==> config.mk <==
export PLATFORM = sky130hd
export DESIGN_NAME = bcd_down_counter60_flat
export DESIGN_NICKNAME = d
export VERILOG_FILES = /design/src/rtl/bcd_pkg.sv /design/src/rtl/bcd_down_counter60_if.sv /design/src/rtl/bcd_down_counter60_digit.sv /design/src/rtl/bcd_down_counter60.sv /design/src/flat_wrapper.sv
export SDC_FILE = /design/constraint.sdc
export NUM_CORES = 1
export LEC_CHECK = 0
export ABC_AREA = 1
export ABC_CLOCK_PERIOD_IN_PS = 1100
export CAP_MARGIN = 10
export CELL_PAD_IN_SITES_DETAIL_PLACEMENT = 1
export CELL_PAD_IN_SITES_GLOBAL_PLACEMENT = 1
export CORE_MARGIN = 10
export CORE_UTILIZATION = 27
export CTS_BUF_LIST = sky130_fd_sc_hd__clkbuf_8
export CTS_CLUSTER_DIAMETER = 80
export DETAILED_ROUTE_END_ITERATION = 8
export GPL_ROUTABILITY_DRIVEN = 0
export PLACE_DENSITY_LB_ADDON = 0.12
export SETUP_SLACK_MARGIN = 0.15
export SLEW_MARGIN = 25
export SYNTH_ARGS = -nofsm -noshare
export SYNTH_HDL_FRONTEND = slang
export SYNTH_SLANG_ARGS = --single-unit
==> constraint.sdc <==
create_clock -name clk -period 1.1 [get_ports clk]
set_clock_uncertainty 0.1 [all_clocks]
set_input_delay 0.11 -clock clk [delete_from_list [all_inputs] [get_ports clk]]
set_output_delay 0.11 -clock clk [all_outputs]
set_load 0.1 [all_outputs]
==> src/rtl/bcd_pkg.sv <==
// Shared definitions for BCD counters: digit limits, the {tens, ones} pair type
// and the saturating clamp applied to parallel-load values.
package bcd_pkg;

    localparam logic [3:0] BCD_MAX_ONES = 4'd9;

    typedef struct packed {
        logic [3:0] tens;
        logic [3:0] ones;
    } bcd_pair_t;

    function automatic logic [3:0] bcd_sat(input logic [3:0] value, input logic [3:0] max);
        if (value > max) begin
            return max;
        end else begin
            return value;
        end
    endfunction

endpackage

==> src/rtl/bcd_down_counter60_if.sv <==
// Control, load and display signals of the mod-60 BCD down-counter.
// The master side drives load/enable; the slave side is the counter.
interface bcd_down_counter60_if;
    logic       ld_n;
    logic       en;
    logic [2:0] d_tens;
    logic [3:0] d_ones;
    logic       Q6, Q5, Q4;
    logic       Q3, Q2, Q1, Q0;
    logic       bo;
    logic       zero;
    logic       done;

    modport master (
        output ld_n, en, d_tens, d_ones,
        input  Q6, Q5, Q4, Q3, Q2, Q1, Q0, bo, zero, done
    );

    modport slave (
        input  ld_n, en, d_tens, d_ones,
        output Q6, Q5, Q4, Q3, Q2, Q1, Q0, bo, zero, done
    );
endinterface

==> src/rtl/bcd_down_counter60_digit.sv <==
// One BCD down-digit: saturating parallel load, decrement on enable,
// reload of MAX on underflow.
module bcd_down_digit
    import bcd_pkg::*;
#(
    parameter int unsigned MAX = 9,
    parameter int unsigned W   = 4
) (
    input  logic         clk,
    input  logic         rst_n,
    input  logic         ld_n,
    input  logic         en,
    input  logic [W-1:0] d,
    output logic [W-1:0] q,
    output logic         is_zero
);

    localparam logic [3:0]   MAX4  = 4'(MAX);
    localparam logic [W-1:0] MAX_W = W'(MAX);
    localparam logic [W-1:0] ONE_W = W'(1);

    logic [W-1:0] q_q;
    logic [W-1:0] q_d;
    logic [W-1:0] d_sat_s;

    assign d_sat_s = W'(bcd_sat(4'(d), MAX4));

    // Next digit value: load beats decrement, decrement from 0 reloads MAX.
    always_comb begin
        q_d = q_q;
        if (!ld_n) begin
            q_d = d_sat_s;
        end else if (en) begin
            if (q_q == '0) begin
                q_d = MAX_W;
            end else begin
                q_d = q_q - ONE_W;
            end
        end else begin
            q_d = q_q;
        end
    end

    // Digit register.
    always_ff @(posedge clk or negedge rst_n) begin
        if (!rst_n) begin
            q_q <= '0;
        end else begin
            q_q <= q_d;
        end
    end

    assign q       = q_q;
    assign is_zero = (q_q == '0);

endmodule

==> src/rtl/bcd_down_counter60.sv <==
// Mod-60 BCD down-counter (59..00) built from two cascaded down-digits, with
// optional wrap at 00, a combinational ripple borrow and a registered done pulse.
module bcd_down_counter60
    import bcd_pkg::*;
#(
    parameter int unsigned AUTO_WRAP = 1,
    parameter int unsigned TENS_MAX  = 5
) (
    input  logic                 clk,
    input  logic                 rst_n,
    bcd_down_counter60_if.slave  bus
);

    localparam logic      WRAP_EN = (AUTO_WRAP != 0) ? 1'b1 : 1'b0;
    localparam bcd_pair_t COUNT_ONE = '{tens: 4'd0, ones: 4'd1};

    logic [3:0] ones_q_s;
    logic [2:0] tens_q_s;
    logic       ones_zero_s;
    logic       tens_zero_s;
    logic       zero_s;
    logic       cnt_en_s;
    logic       tens_en_s;
    bcd_pair_t  cnt_s;
    logic       done_q;
    logic       done_d;

    assign zero_s = ones_zero_s & tens_zero_s;

    // In one-shot mode the digits are frozen at 00 so no underflow reload happens.
    assign cnt_en_s  = bus.en & (WRAP_EN | ~zero_s);
    assign tens_en_s = cnt_en_s & ones_zero_s;

    bcd_down_digit #(.MAX(BCD_MAX_ONES), .W(4)) u_ones (
        .clk     (clk),
        .rst_n   (rst_n),
        .ld_n    (bus.ld_n),
        .en      (cnt_en_s),
        .d       (bus.d_ones),
        .q       (ones_q_s),
        .is_zero (ones_zero_s)
    );

    bcd_down_digit #(.MAX(TENS_MAX), .W(3)) u_tens (
        .clk     (clk),
        .rst_n   (rst_n),
        .ld_n    (bus.ld_n),
        .en      (tens_en_s),
        .d       (bus.d_tens),
        .q       (tens_q_s),
        .is_zero (tens_zero_s)
    );

    assign cnt_s.tens = {1'b0, tens_q_s};
    assign cnt_s.ones = ones_q_s;

    // done only marks the 01 -> 00 decrement; loads, holds and wraps clear it.
    always_comb begin
        done_d = 1'b0;
        if (bus.ld_n && cnt_en_s && (cnt_s == COUNT_ONE)) begin
            done_d = 1'b1;
        end else begin
            done_d = 1'b0;
        end
    end

    // done pulse register.
    always_ff @(posedge clk or negedge rst_n) begin
        if (!rst_n) begin
            done_q <= 1'b0;
        end else begin
            done_q <= done_d;
        end
    end

    assign {bus.Q6, bus.Q5, bus.Q4}         = tens_q_s;
    assign {bus.Q3, bus.Q2, bus.Q1, bus.Q0} = ones_q_s;
    assign bus.zero = zero_s;
    assign bus.bo   = bus.en & zero_s;
    assign bus.done = done_q;

endmodule

==> src/flat_wrapper.sv <==
// flat-port wrapper written by rule: the top's interface ports become plain ports
module bcd_down_counter60_flat import bcd_pkg::*;
#(
    parameter int unsigned AUTO_WRAP = 1,
    parameter int unsigned TENS_MAX  = 5
)
  (clk, rst_n, bus_ld_n, bus_en, bus_d_tens, bus_d_ones, bus_Q6, bus_Q5, bus_Q4, bus_Q3, bus_Q2, bus_Q1, bus_Q0, bus_bo, bus_zero, bus_done);
  bcd_down_counter60_if bus_i ();
  input  logic clk;
  input  logic rst_n;
  input wire logic [$bits(bus_i.ld_n)-1:0] bus_ld_n;
  input wire logic [$bits(bus_i.en)-1:0] bus_en;
  input wire logic [$bits(bus_i.d_tens)-1:0] bus_d_tens;
  input wire logic [$bits(bus_i.d_ones)-1:0] bus_d_ones;
  output wire logic [$bits(bus_i.Q6)-1:0] bus_Q6;
  output wire logic [$bits(bus_i.Q5)-1:0] bus_Q5;
  output wire logic [$bits(bus_i.Q4)-1:0] bus_Q4;
  output wire logic [$bits(bus_i.Q3)-1:0] bus_Q3;
  output wire logic [$bits(bus_i.Q2)-1:0] bus_Q2;
  output wire logic [$bits(bus_i.Q1)-1:0] bus_Q1;
  output wire logic [$bits(bus_i.Q0)-1:0] bus_Q0;
  output wire logic [$bits(bus_i.bo)-1:0] bus_bo;
  output wire logic [$bits(bus_i.zero)-1:0] bus_zero;
  output wire logic [$bits(bus_i.done)-1:0] bus_done;
  assign bus_i.ld_n = bus_ld_n;
  assign bus_i.en = bus_en;
  assign bus_i.d_tens = bus_d_tens;
  assign bus_i.d_ones = bus_d_ones;
  assign bus_Q6 = bus_i.Q6;
  assign bus_Q5 = bus_i.Q5;
  assign bus_Q4 = bus_i.Q4;
  assign bus_Q3 = bus_i.Q3;
  assign bus_Q2 = bus_i.Q2;
  assign bus_Q1 = bus_i.Q1;
  assign bus_Q0 = bus_i.Q0;
  assign bus_bo = bus_i.bo;
  assign bus_zero = bus_i.zero;
  assign bus_done = bus_i.done;
  bcd_down_counter60 #(.AUTO_WRAP(AUTO_WRAP), .TENS_MAX(TENS_MAX)) u_core (.clk(clk), .rst_n(rst_n), .bus(bus_i));
endmodule
==> metrics.md, run 1 <==
| Metric | Value |
|---|---|
| Initial core utilization | `29.5%` |
| Ys Warns | `0` |
| Die height | `64.4 um` |
| Largest net degree at the start of global routing | `12` |
| Synth unique cells | `16` |
| Sequential area share after synthesis | `37.6%` |
| Hold-fix buffers, CTS | `0` |
| Synthesis-stage register bit count | `8` |
| Row count | `15` |
| CTS max path bufs | `2` |
| Run status | `aborted with a tool error` |
| Cells after synthesis | `77` |
| Synthesized area | `532 um^2` |
| Worst setup endpoint GRT | `bus_zero` |
| H-tree levels | `1` |
| Net Count, Synth | `89` |
| Cts bufs inserted | `3` |
| Dpl hpwl | `1850 um` |
| Worst endpoint pin kind | `primary output` |
| IO Pins | `21` |
| Initial antenna violation count | `0` |
| Clk root buf | `clkbuf_8` |
| Tool Error | `[ERROR DPL-0033] detailed placement checks failed during check placement.` |
| Die X | `64.4 um` |
| I/O Buffers | `20` |
| TritonCTS Sinks | `8` |
| Avg Cell Area, Syn | `6.91 um^2` |
| Pre-CTS worst setup slack | `-0.312 ns` |
| Stop stage | `5_1_grt` |
Yosys cell counts:
| cell type | n | area share [%] |
|---|---|---|
| nand2_1 | 26 | 18 |
| dfrtp_1 | 8 | 38 |
| inv_1 | 8 | 5.6 |
| o21ai_1 | 7 | 6.6 |
| nor2_1 | 6 | 4.2 |
| nand3_1 | 5 | 4.7 |
| a21oi_1 | 4 | 3.8 |
| a21oi_2 | 3 | 4.9 |
| inv_2 | 2 | 1.4 |
| nor2_2 | 2 | 2.4 |
| buf_6 | 1 | 2.1 |
| ha_1 | 1 | 2.4 |
| nand2_2 | 1 | 1.2 |
| nor2_4 | 1 | 2.1 |
| nor4_1 | 1 | 1.2 |
| o211ai_1 | 1 | 1.4 |
cells by family after synthesis:
kind of cell,after synthesis,synth area share (%)
buffers and inverters,11,9.18
adders and majority gates,1,2.35
and+or+nand+nor,42,34.1
AOI/OAI and AO/OA,15,16.7
DFF,8,37.6
per-stage QoR:
step	cell area, um^2	utilization [%]	cells	hold WS, ns
2_1_floorplan	614	-	77	-0.286
3_5_place_dp	1080	59.8	140	0.324
4_1_cts	1240	69.0	148	0.0832
3_3_place_gp	1080	59.8	140	0.328
timing repair:
item                                    in CTS
endpoints found under the setup margin      18
buffers inserted                             5
pin swaps                                    6
gates resized for setup                     23
gates cloned                                 0
==> run 2: changes to the inputs <==
==> config.mk (replaced) <==
export PLATFORM = sky130hd
export DESIGN_NAME = bcd_down_counter60_flat
export DESIGN_NICKNAME = d
export VERILOG_FILES = /design/src/rtl/bcd_pkg.sv /design/src/rtl/bcd_down_counter60_if.sv /design/src/rtl/bcd_down_counter60_digit.sv /design/src/rtl/bcd_down_counter60.sv /design/src/flat_wrapper.sv
export SDC_FILE = /design/constraint.sdc
export NUM_CORES = 1
export LEC_CHECK = 0
export ABC_AREA = 1
export ABC_CLOCK_PERIOD_IN_PS = 1430
export CAP_MARGIN = 10
export CORE_AREA = 10 10 71 73
export DETAILED_ROUTE_END_ITERATION = 8
export DIE_AREA = 0 0 81 83
export GPL_ROUTABILITY_DRIVEN = 0
export PLACE_DENSITY_LB_ADDON = 0.15
export SLEW_MARGIN = 25
export SYNTH_ARGS = -nofsm -noshare
export SYNTH_HDL_FRONTEND = slang
export SYNTH_SLANG_ARGS = --single-unit
==> constraint.sdc (replaced) <==
create_clock -name clk -period 1.43 [get_ports clk]
set_clock_uncertainty 0.1 [all_clocks]
set_input_delay 0.143 -clock clk [delete_from_list [all_inputs] [get_ports clk]]
set_output_delay 0.143 -clock clk [all_outputs]
set_load 0.1 [all_outputs]
==> run 2 against run 1 <==
Against the previous run:
- the flow now finishes, with violations (negative setup slack)
- synthesized cell count did not move
- synthesized area did not move
==> metrics.md, run 2 <==
| Metric | Value |
|---|---|
| Commonest non-fill, non-tap cells in the layout | `25 x nand2_1, 12 x buf_4, 10 x clkdlybuf4s50_1, 10 x buf_12` |
| Failing checks | `negative setup slack` |
| Async S/R FF share, synth | `100%` |
| GRT Overall Usage | `5.64%` |
| Slew at the pin with the worst max-slew slack | `0.412 ns` |
| P&R area growth vs syn | `106%` |
| Final worst slack | `-0.151 ns` |
| Largest net degree at the start of global routing | `9` |
| Detail Route Antenna Nets | `0` |
| Final Cell Area | `1100 um^2` |
| I/O Buffers | `20` |
| Final #Nets | `125` |
| Core area | `3630 um^2` |
| Cells after synthesis | `77` |
| EDFF count, synth | `0` |
| Synthesis-stage register bit count | `8` |
| Worst relative slew slack | `72.5%` |
| Layout cell share with drive strength beyond 1 | `42.9%` |
| Full die area | `6720 um^2` |
| Achievable frequency | `0.632 GHz` |
| Via count | `598` |
| DP Area | `1020 um^2` |
| Synth area leaders | `dfrtp_1 38%, nand2_1 18%, o21ai_1 6.6%` |
| Hold Crit Class | `input pin to async pin` |
| Detailed-route DRC error count | `0` |
| Worst IR drop on VDD | `0.260 mV` |
| First-pass GRT wire length | `2990 um` |
| Yosys top cell by area | `dfrtp_1` |
| # Max-Cap Violations | `0` |
| RSZ-0062 raised after global routing | `yes` |
| Sequential area share after synthesis | `37.6%` |
| Diodes inserted | `0` |
| Avg Cell Area, Syn | `6.91 um^2` |
| Initial core utilization | `14.6%` |
| CP Capture Type | `output pin` |
| Clk root buf | `clkbuf_8` |
| Leak | `0.472 nW` |
| Clk_lat worst skew | `0.23 ns` |
| Vias per Instance | `3.74` |
| Die height | `83 um` |
| Worst-path fanout max | `2` |
| Post-synth top area share | `37.6%` |
| Die X | `81 um` |
| Final setup violation count | `2` |
| Grt ovf | `0` |
| DR WL/cell | `10.9 um` |
| TritonCTS Sinks | `8` |
| Run status | `finished, violations left` |
| Max reg flops | `4` |
| Row count | `22` |
| Fill count | `402` |
| TritonCTS clock tree | `done` |
| Fin crit period | `1.58 ns` |
| Synth unique cells | `16` |
| Ys flop type | `dfrtp_1` |
| Count of final hold-check violations | `0` |
| Fin. max-slew vios | `0` |
| Critical Path Source Type | `flip-flop` |
| Clock transition at path regs | `0.05 ns` |
| Vias in the first global route | `623` |
| Detailed Routing Iterations Pass 1 | `4` |
| Initial antenna violation count | `0` |
| Pre-CTS worst setup slack | `0.0228 ns` |
| Final Cycle Share | `111%` |
| H-tree levels | `1` |
| Dpl hpwl | `1490 um` |
| Starting DRT DRC Count | `18` |
| Arrival time of the worst setup path | `1.34 ns` |
| Final Util | `30.2%` |
| Worst EP required | `1.19 ns` |
| Multi-input logic area | `338 um^2` |
| Top post-synthesis cells by count | `26 x nand2_1, 8 x dfrtp_1, 8 x inv_1` |
| Pwr Density | `1230 nW/um^2` |
| Synthesized area | `532 um^2` |
| Reg area | `226 um^2` |
| Ys Warns | `0` |
| Routed wire length | `1750 um` |
| Count leader, synth | `nand2_1` |
| CTS max path bufs | `2` |
| IO Pins | `21` |
| Commonest non-fill, non-tap cell in the layout | `nand2_1` |
| Critical path class | `flip-flop to output pin` |
| Net Count, Synth | `89` |
| Cts bufs inserted | `3` |
## run 2: final cells by class
class / instances / area share [%]
clock buffer: 4 / 4.10
sequential: 8 / 20.6
timing repair buffer: 32 / 35.6
inverter: 10 / 3.42
multi-input combinational: 58 / 30.8
tap: 48 / 5.47
## run 2: cell families (layout without fill, tap and decap cells)
logic type	after synthesis	in the layout	synth area share [%]
flops	8	8	37.6
compound gates	15	15	16.7
buf+inv	11	46	9.18
simple gates	42	42	34.1
fa+ha+maj	1	1	2.35
## run 2: metal layers
layer,track usage (%),wire [um],vias to the layer above
met3,1.40,92,2
met4,3.76,36,0
met5,0,0,-
met2,8.21,792,16
li1,-,-,317
met1,7.03,824,263
## run 2: worst paths after layout
check                                   start  depth (start not counted)            endpoint  slack, ns
max in group asynchronous               rst_n                          1  u_core.u_tens.q[0]       0.79
hold / removal                          rst_n                          1  u_core.u_ones.q[2]       0.11
min in group clk                bus_d_ones[0]                          3  u_core.u_ones.q[0]       0.45
setup / recovery           u_core.u_tens.q[1]                          5            bus_zero      -0.15
hold reg to reg            u_core.u_ones.q[1]                          1     u_core.bus.done       0.48
setup reg to reg           u_core.u_ones.q[0]                          6  u_core.u_ones.q[2]       0.15
## run 2: where the power goes
group / internal [mW] / switching, mW / total [mW]
clock: 0.194 / 0.102 / 0.297
sequential: 0.280 / 0.0450 / 0.326
combinational: 0.287 / 0.445 / 0.732
## run 2: repair_timing
item	4_1_cts	5_1_grt
hold buffers	0	0
gates resized for setup	1	0
pin swaps	3	1
buffers inserted	3	0
setup endpoints to repair	2	3
## run 2: per-stage QoR
stage                     total power, mW  TNS [ns]  hold slack (ns)  instances
after floorplan                     0.755    -0.608           -0.253         77
after global placement               1.05         0            0.371        153
after detailed placement             1.04         0            0.381        153
after CTS                            1.37    -0.319            0.130        160
after global routing                 1.43    -0.402            0.135        160
final                                1.35    -0.297            0.109        160
## run 2: worst max-delay path: stages, from the launching register on
cell     delay (ns)
dfrtp_4        0.48
nor2_4         0.13
ha_4           0.14
nand2_2        0.07
nor2_4         0.11
buf_12         0.18
Note: power is estimated with default switching activity, not from simulation.
==> run 3: changes to the inputs <==
--- a/config.mk
+++ b/config.mk
@@ -9,6 +9,7 @@
 export ABC_CLOCK_PERIOD_IN_PS = 1430
 export CAP_MARGIN = 10
 export CORE_AREA = 10 10 71 73
+export CTS_BUF_LIST = sky130_fd_sc_hd__clkbuf_16
 export DETAILED_ROUTE_END_ITERATION = 8
 export DIE_AREA = 0 0 81 83
 export GPL_ROUTABILITY_DRIVEN = 0
@@ -16,4 +17,5 @@
 export SLEW_MARGIN = 25
 export SYNTH_ARGS = -nofsm -noshare
 export SYNTH_HDL_FRONTEND = slang
+export SYNTH_HIERARCHICAL = 1
 export SYNTH_SLANG_ARGS = --single-unit
==> run 3 against run 2 <==
Against the previous run:
- the run still ends with negative setup slack left
- clock power is 60% higher
- count of clock-buffer cells in the layout is 1 lower
- synthesized area is 2.8% higher
- setup slack worse by 0.024 ns
- global-route usage hardly changed
- final cell count is 6.3% higher
- design area is 10% higher
- via count is 5.0% higher
- routed wire length is 6.9% higher
- die area stayed put
- non-clock buffer count is 4 higher
- maximum frequency is 1.5% lower
==> metrics.md, run 3 <==
| Metric | Value |
|---|---|
| Final setup violation count | `4` |
| GRT Overall Usage | `5.68%` |
| P&R area growth vs syn | `122%` |
| Die X | `81 um` |
| Row count | `22` |
| Commonest non-fill, non-tap cell in the layout | `nand2_1` |
| First-pass GRT wire length | `3050 um` |
| Cells after synthesis | `83` |
| Hold Crit Class | `input pin to async pin` |
| Commonest non-fill, non-tap cells in the layout | `18 x nand2_1, 15 x buf_4, 10 x inv_1, 10 x clkdlybuf4s50_1, 10 x buf_12` |
| Synthesis-stage register bit count | `8` |
| Fill count | `388` |
| Achievable frequency | `0.623 GHz` |
| Top post-synthesis cells by count | `22 x nand2_1, 16 x inv_1, 12 x nor2_1` |
| Pwr Density | `1230 nW/um^2` |
| Detailed Routing Iterations Pass 1 | `4` |
| Max reg flops | `4` |
| Yosys top cell by area | `dfrtp_1` |
| Non-Filler Instances | `170` |
| Critical Path Source Type | `flip-flop` |
| Layout cell share with drive strength beyond 1 | `49.2%` |
| Grt ovf | `0` |
| Post-synth top area share | `36.6%` |
| Run status | `finished, violations left` |
| Dpl hpwl | `1490 um` |
| Core area | `3630 um^2` |
| TritonCTS clock tree | `done` |
| Final worst slack | `-0.175 ns` |
| Synthesized area | `547 um^2` |
| Critical R2R Launch | `u_core/u_ones/q[2]` |
| Starting DRT DRC Count | `11` |
| Final Cycle Share | `112%` |
| Worst IR drop on VDD | `0.344 mV` |
| Critical path class | `flip-flop to output pin` |
| Failing checks | `negative setup slack` |
| Avg Cell Area, Syn | `6.59 um^2` |
| Detail Route Antenna Nets | `0` |
| Ys flop type | `dfrtp_1` |
| Sequential area share after synthesis | `36.6%` |
| Arrival time of the worst setup path | `1.36 ns` |
| Fin crit period | `1.61 ns` |
| Slew at the pin with the worst max-slew slack | `0.398 ns` |
| Clk root buf | `clkbuf_16` |
| Synth unique cells | `18` |
| TNS Setup | `-0.354 ns` |
| Fin. max-slew vios | `0` |
| TritonCTS Sinks | `8` |
| Final #Nets | `135` |
| Clk_lat worst skew | `0.23 ns` |
| EDFF count, synth | `0` |
| R2r endpoint | `u_core/u_tens/q[1]` |
| Cts bufs inserted | `3` |
| Ys Warns | `6` |
| CTS max path bufs | `2` |
| Clock transition at path regs | `0.04 ns` |
| Initial core utilization | `15.0%` |
| Net Count, Synth | `95` |
| IO Pins | `21` |
| Vias per Instance | `3.69` |
| Pre-CTS worst setup slack | `-0.0129 ns` |
| Count leader, synth | `nand2_1` |
| RSZ-0062 raised after global routing | `yes` |
| Initial antenna violation count | `0` |
| Synth area leaders | `dfrtp_1 37%, nand2_1 15%, inv_1 11%` |
| CP Capture Type | `output pin` |
| Routed wire length | `1870 um` |
| Final Cell Area | `1210 um^2` |
| Largest net degree at the start of global routing | `9` |
| DP Area | `1050 um^2` |
| Worst relative slew slack | `73.4%` |
| I/O Buffers | `20` |
| Post-Place Cells | `163` |
| Async S/R FF share, synth | `100%` |
| # Max-Cap Violations | `0` |
| Count of final hold-check violations | `0` |
| R2R Setup Slk | `-0.03 ns` |
| Worst EP required | `1.19 ns` |
| H-tree levels | `1` |
| Vias in the first global route | `654` |
| Diodes inserted | `0` |
| DR WL/cell | `11.0 um` |
| Die height | `83 um` |
| Full die area | `6720 um^2` |
| Worst-path fanout max | `3` |
| R2r worst-path depth | `9` |
| Via count | `628` |
| Leak | `0.555 nW` |
| Hold-fix buffers, CTS | `0` |
| Detailed-route DRC error count | `0` |
-- run 3: repair_timing --
item / CTS / global route
buffers inserted: 2 / 1
pin swaps: 3 / 6
endpoints found under the setup margin: 2 / 5
cloned: 0 / 0
resized for setup: 10 / 10
-- run 3: metrics by stage --
step	hold WS, ns	power, mW	util, %
floorplan	-0.253	0.670	-
global placement	0.369	0.959	29.0
detailed placement	0.370	0.960	29.0
CTS	0.125	1.48	32.4
global route	0.141	1.56	33.4
finish	0.106	1.49	33.4
-- run 3: logic make-up after synthesis --
| family | Yosys count | synth area share (%) |
|---|---|---|
| AO/OA/AOI/OAI | 13 | 14.6 |
| AND/OR/NAND/NOR | 43 | 33.9 |
| adder cells (fa/ha/maj) | 1 | 2.29 |
| buffers and inverters | 18 | 12.6 |
| flip-flops | 8 | 36.6 |
-- run 3: worst max-delay path, cell delays in order (launching register included) --
cell     delay [ns]
dfrtp_4        0.47
nor2_4         0.15
ha_4           0.17
inv_2          0.04
nor2_4         0.12
buf_12         0.18
-- run 3: per-layer routing --
layer	wire, um	global-route usage, %	vias up	share of wire (%)
met3	112	1.72	2	6.0
met2	911	8.43	13	49
met5	0	0	-	0
met4	36	3.76	0	1.9
li1	-	-	334	-
met1	805	6.78	279	43
-- run 3: worst max-delay path by stage --
stage                                  start  endpoint  slack, ns  cells past startpoint
after floorplan           u_core/u_ones/q[0]    bus_bo      -0.32                      5
after global placement    u_core/u_tens/q[1]  bus_zero      0.009                      5
after detailed placement  u_core/u_tens/q[1]  bus_zero      -0.01                      5
after CTS                 u_core/u_tens/q[0]  bus_zero      -0.18                      5
after global routing      u_core/u_tens/q[1]    bus_bo      -0.22                      5
final                     u_core/u_tens/q[1]    bus_bo      -0.18                      5
-- run 3: layout make-up --
class / count / area (um^2) / area share, %
sequential: 8 / 226 / 18.7
timing repair buffer: 36 / 424 / 35.0
clock inverter: 1 / 3.75 / 0.310
inverter: 17 / 72.6 / 5.99
multi-input combinational: 57 / 350 / 28.9
tap: 48 / 60.1 / 4.95
clock buffer: 3 / 75.1 / 6.19
-- run 3: where the power goes --
part	total, mW	internal, mW	switching (mW)	leakage, nW
logic	0.706	0.286	0.421	0.422
clock network	0.476	0.364	0.112	0.0423
registers	0.305	0.276	0.0292	0.0902
==> run 4: changes to the inputs <==
--- a/config.mk
+++ b/config.mk
@@ -6,7 +6,7 @@
 export NUM_CORES = 1
 export LEC_CHECK = 0
 export ABC_AREA = 1
-export ABC_CLOCK_PERIOD_IN_PS = 1430
+export ABC_CLOCK_PERIOD_IN_PS = 1600
 export CAP_MARGIN = 10
 export CORE_AREA = 10 10 71 73
 export CTS_BUF_LIST = sky130_fd_sc_hd__clkbuf_16
==> constraint.sdc (replaced) <==
create_clock -name clk -period 1.6 [get_ports clk]
set_clock_uncertainty 0.1 [all_clocks]
set_input_delay 0.16 -clock clk [delete_from_list [all_inputs] [get_ports clk]]
set_output_delay 0.16 -clock clk [all_outputs]
set_load 0.1 [all_outputs]
==> run 4 against run 3 <==
Against the previous run:
- the run still ends with negative setup slack left
- final cell count shrank 2.4%
- total power shrank 13%
- critical path depth is the same
- first-iteration DRC count grew 55%
- count of clock-buffer cells in the layout is the same
- design area shrank 5.1%
- core utilization shrank 1.7 points
- clock power shrank 11%
- sequential share of layout area grew 0.99 points
- die area is the same
==> metrics.md, run 4 (same netlist as run 3, synthesis figures left out) <==
| Metric | Value |
|---|---|
| Slowest stage cell, crit path | `dfrtp_4` |
| Worst IR drop on VDD | `0.283 mV` |
| Clock transition at path regs | `0.04 ns` |
| Fin crit period | `1.60 ns` |
| Max reg flops | `4` |
| Die height | `83 um` |
| Multi-input logic area | `328 um^2` |
| Clk root buf | `clkbuf_16` |
| TNS Setup | `-0.00380 ns` |
| R2R Setup Slk | `0.22 ns` |
| Dpl hpwl | `1360 um` |
| Worst relative slew slack | `75.5%` |
| Pwr Total | `1.30 mW` |
| GRT Overall Usage | `5.56%` |
| TritonCTS Sinks | `8` |
| Routed wire length | `1720 um` |
| RSZ-0062 raised after global routing | `yes` |
| Commonest non-fill, non-tap cell in the layout | `nand2_1` |
| Core area | `3630 um^2` |
| Final Cycle Share | `100%` |
| Fin. max-slew vios | `0` |
| IO Pins | `21` |
| Failing checks | `negative setup slack` |
| Full die area | `6720 um^2` |
| Detail Route Antenna Nets | `0` |
| R2r endpoint | `u_core/u_tens/q[2]` |
| Achievable frequency | `0.624 GHz` |
| # Max-Cap Violations | `0` |
| CP Capture Type | `output pin` |
| TritonCTS clock tree | `done` |
| Reg area | `226 um^2` |
| Initial antenna violation count | `0` |
| Commonest non-fill, non-tap cells in the layout | `20 x nand2_1, 14 x inv_1, 12 x buf_4` |
| Diodes inserted | `0` |
| Hold-fix buffers, CTS | `0` |
| Hold Crit Class | `input pin to async pin` |
| Fill count | `396` |
| Critical R2R Launch | `u_core/u_ones/q[3]` |
| Clk_lat worst skew | `0.23 ns` |
| Arrival time of the worst setup path | `1.34 ns` |
| DR WL/cell | `10.3 um` |
| Crit path cell chain | `nor2_4 > ha_4 > inv_1 > nor2_4 > buf_12` |
| CTS max path bufs | `2` |
| Detailed-route DRC error count | `0` |
| Count of final hold-check violations | `0` |
| Critical path class | `flip-flop to output pin` |
| CP peak stage delay | `0.48 ns` |
| Worst EP required | `1.34 ns` |
| Vias per Instance | `3.79` |
| Vias in the first global route | `647` |
| Final setup violation count | `1` |
| Die X | `81 um` |
| Largest net degree at the start of global routing | `10` |
| Detailed Routing Iterations Pass 1 | `4` |
| Layout cell share with drive strength beyond 1 | `39.8%` |
| Most used cell, CP | `nor2_4` |
| Pwr Density | `1130 nW/um^2` |
| R2r worst-path depth | `9` |
| Slew at the pin with the worst max-slew slack | `0.366 ns` |
| Initial core utilization | `15.0%` |
| P&R area growth vs syn | `111%` |
| Critical Path Source Type | `flip-flop` |
| Cts bufs inserted | `3` |
| Final worst slack | `-0.00380 ns` |
| Run status | `finished, violations left` |
| Worst-path fanout max | `3` |
| First-pass GRT wire length | `2950 um` |
| Row count | `22` |
| H-tree levels | `1` |
| Starting DRT DRC Count | `17` |
| Grt ovf | `0` |
| Final #Nets | `131` |
| Leak | `0.532 nW` |
| I/O Buffers | `20` |
| Via count | `629` |
-- run 4: changes by cell type in the layout (fill, tap and decap cells not counted), moves of 2 or more --
cell | before | now
buf_4 | 15 | 12
inv_1 | 10 | 14
inv_2 | 5 | 3
inv_4 | 2 | 0
nand2_1 | 18 | 20
-- run 4: cell type report --
class,count,area share (%)
Clock buffer,3,6.52
Multi-Input combinational cell,57,28.5
Inverter,17,5.87
Sequential cell,8,19.7
Tap cell,48,5.22
Clock inverter,1,0.326
Timing Repair Buffer,32,33.9
-- run 4: worst max-delay path by stage --
stage | start | end
after floorplan | u_core/u_ones/q[0] | bus_bo
after global placement | u_core/u_tens/q[1] | bus_zero
after detailed placement | u_core/u_tens/q[1] | bus_bo
after CTS | u_core/u_tens/q[1] | bus_bo
after global routing | u_core/u_tens/q[0] | bus_bo
final | u_core/u_tens/q[0] | bus_bo
-- run 4: power by group --
group | switching [mW] | internal (mW)
registers | 0.0317 | 0.247
clock network | 0.0997 | 0.325
logic | 0.356 | 0.240
total | 0.487 | 0.812
-- run 4: layer usage --
layer	up-vias	routed length (um)	share of wire (%)	global-route usage, %
met5	-	0	0	0
met4	0	61	3.6	4.69
met3	4	108	6.3	2.37
met2	17	762	44	7.85
met1	284	783	46	6.17
li1	324	-	-	-
-- run 4: critical path: cells and delay by family (launching register included) --
kind | cells | cell delay [ns]
flops | 1 | 0.48
buf+inv | 2 | 0.24
fa+ha+maj | 1 | 0.15
simple gates | 2 | 0.24
-- run 4: stage by stage --
stage          hold WS [ns]  std cells  instance area [um^2]  util, %  worst slack [ns]
6_report              0.110        166                  1150     31.7          -0.00380
5_1_grt               0.152        166                  1150     31.7           -0.0519
4_1_cts               0.125        165                  1140     31.3          -0.00639
3_5_place_dp          0.369        154                   987     27.2             0.136
3_3_place_gp          0.377        154                   987     27.2             0.112
2_1_floorplan        -0.236         83                   602        -            -0.163
-- run 4: timing repair --
action | 4_1_cts | 5_1_grt
buffers inserted | 7 | 1
resized for setup | 4 | 2
pin swaps | 2 | 2
endpoints found under the setup margin | 2 | 2
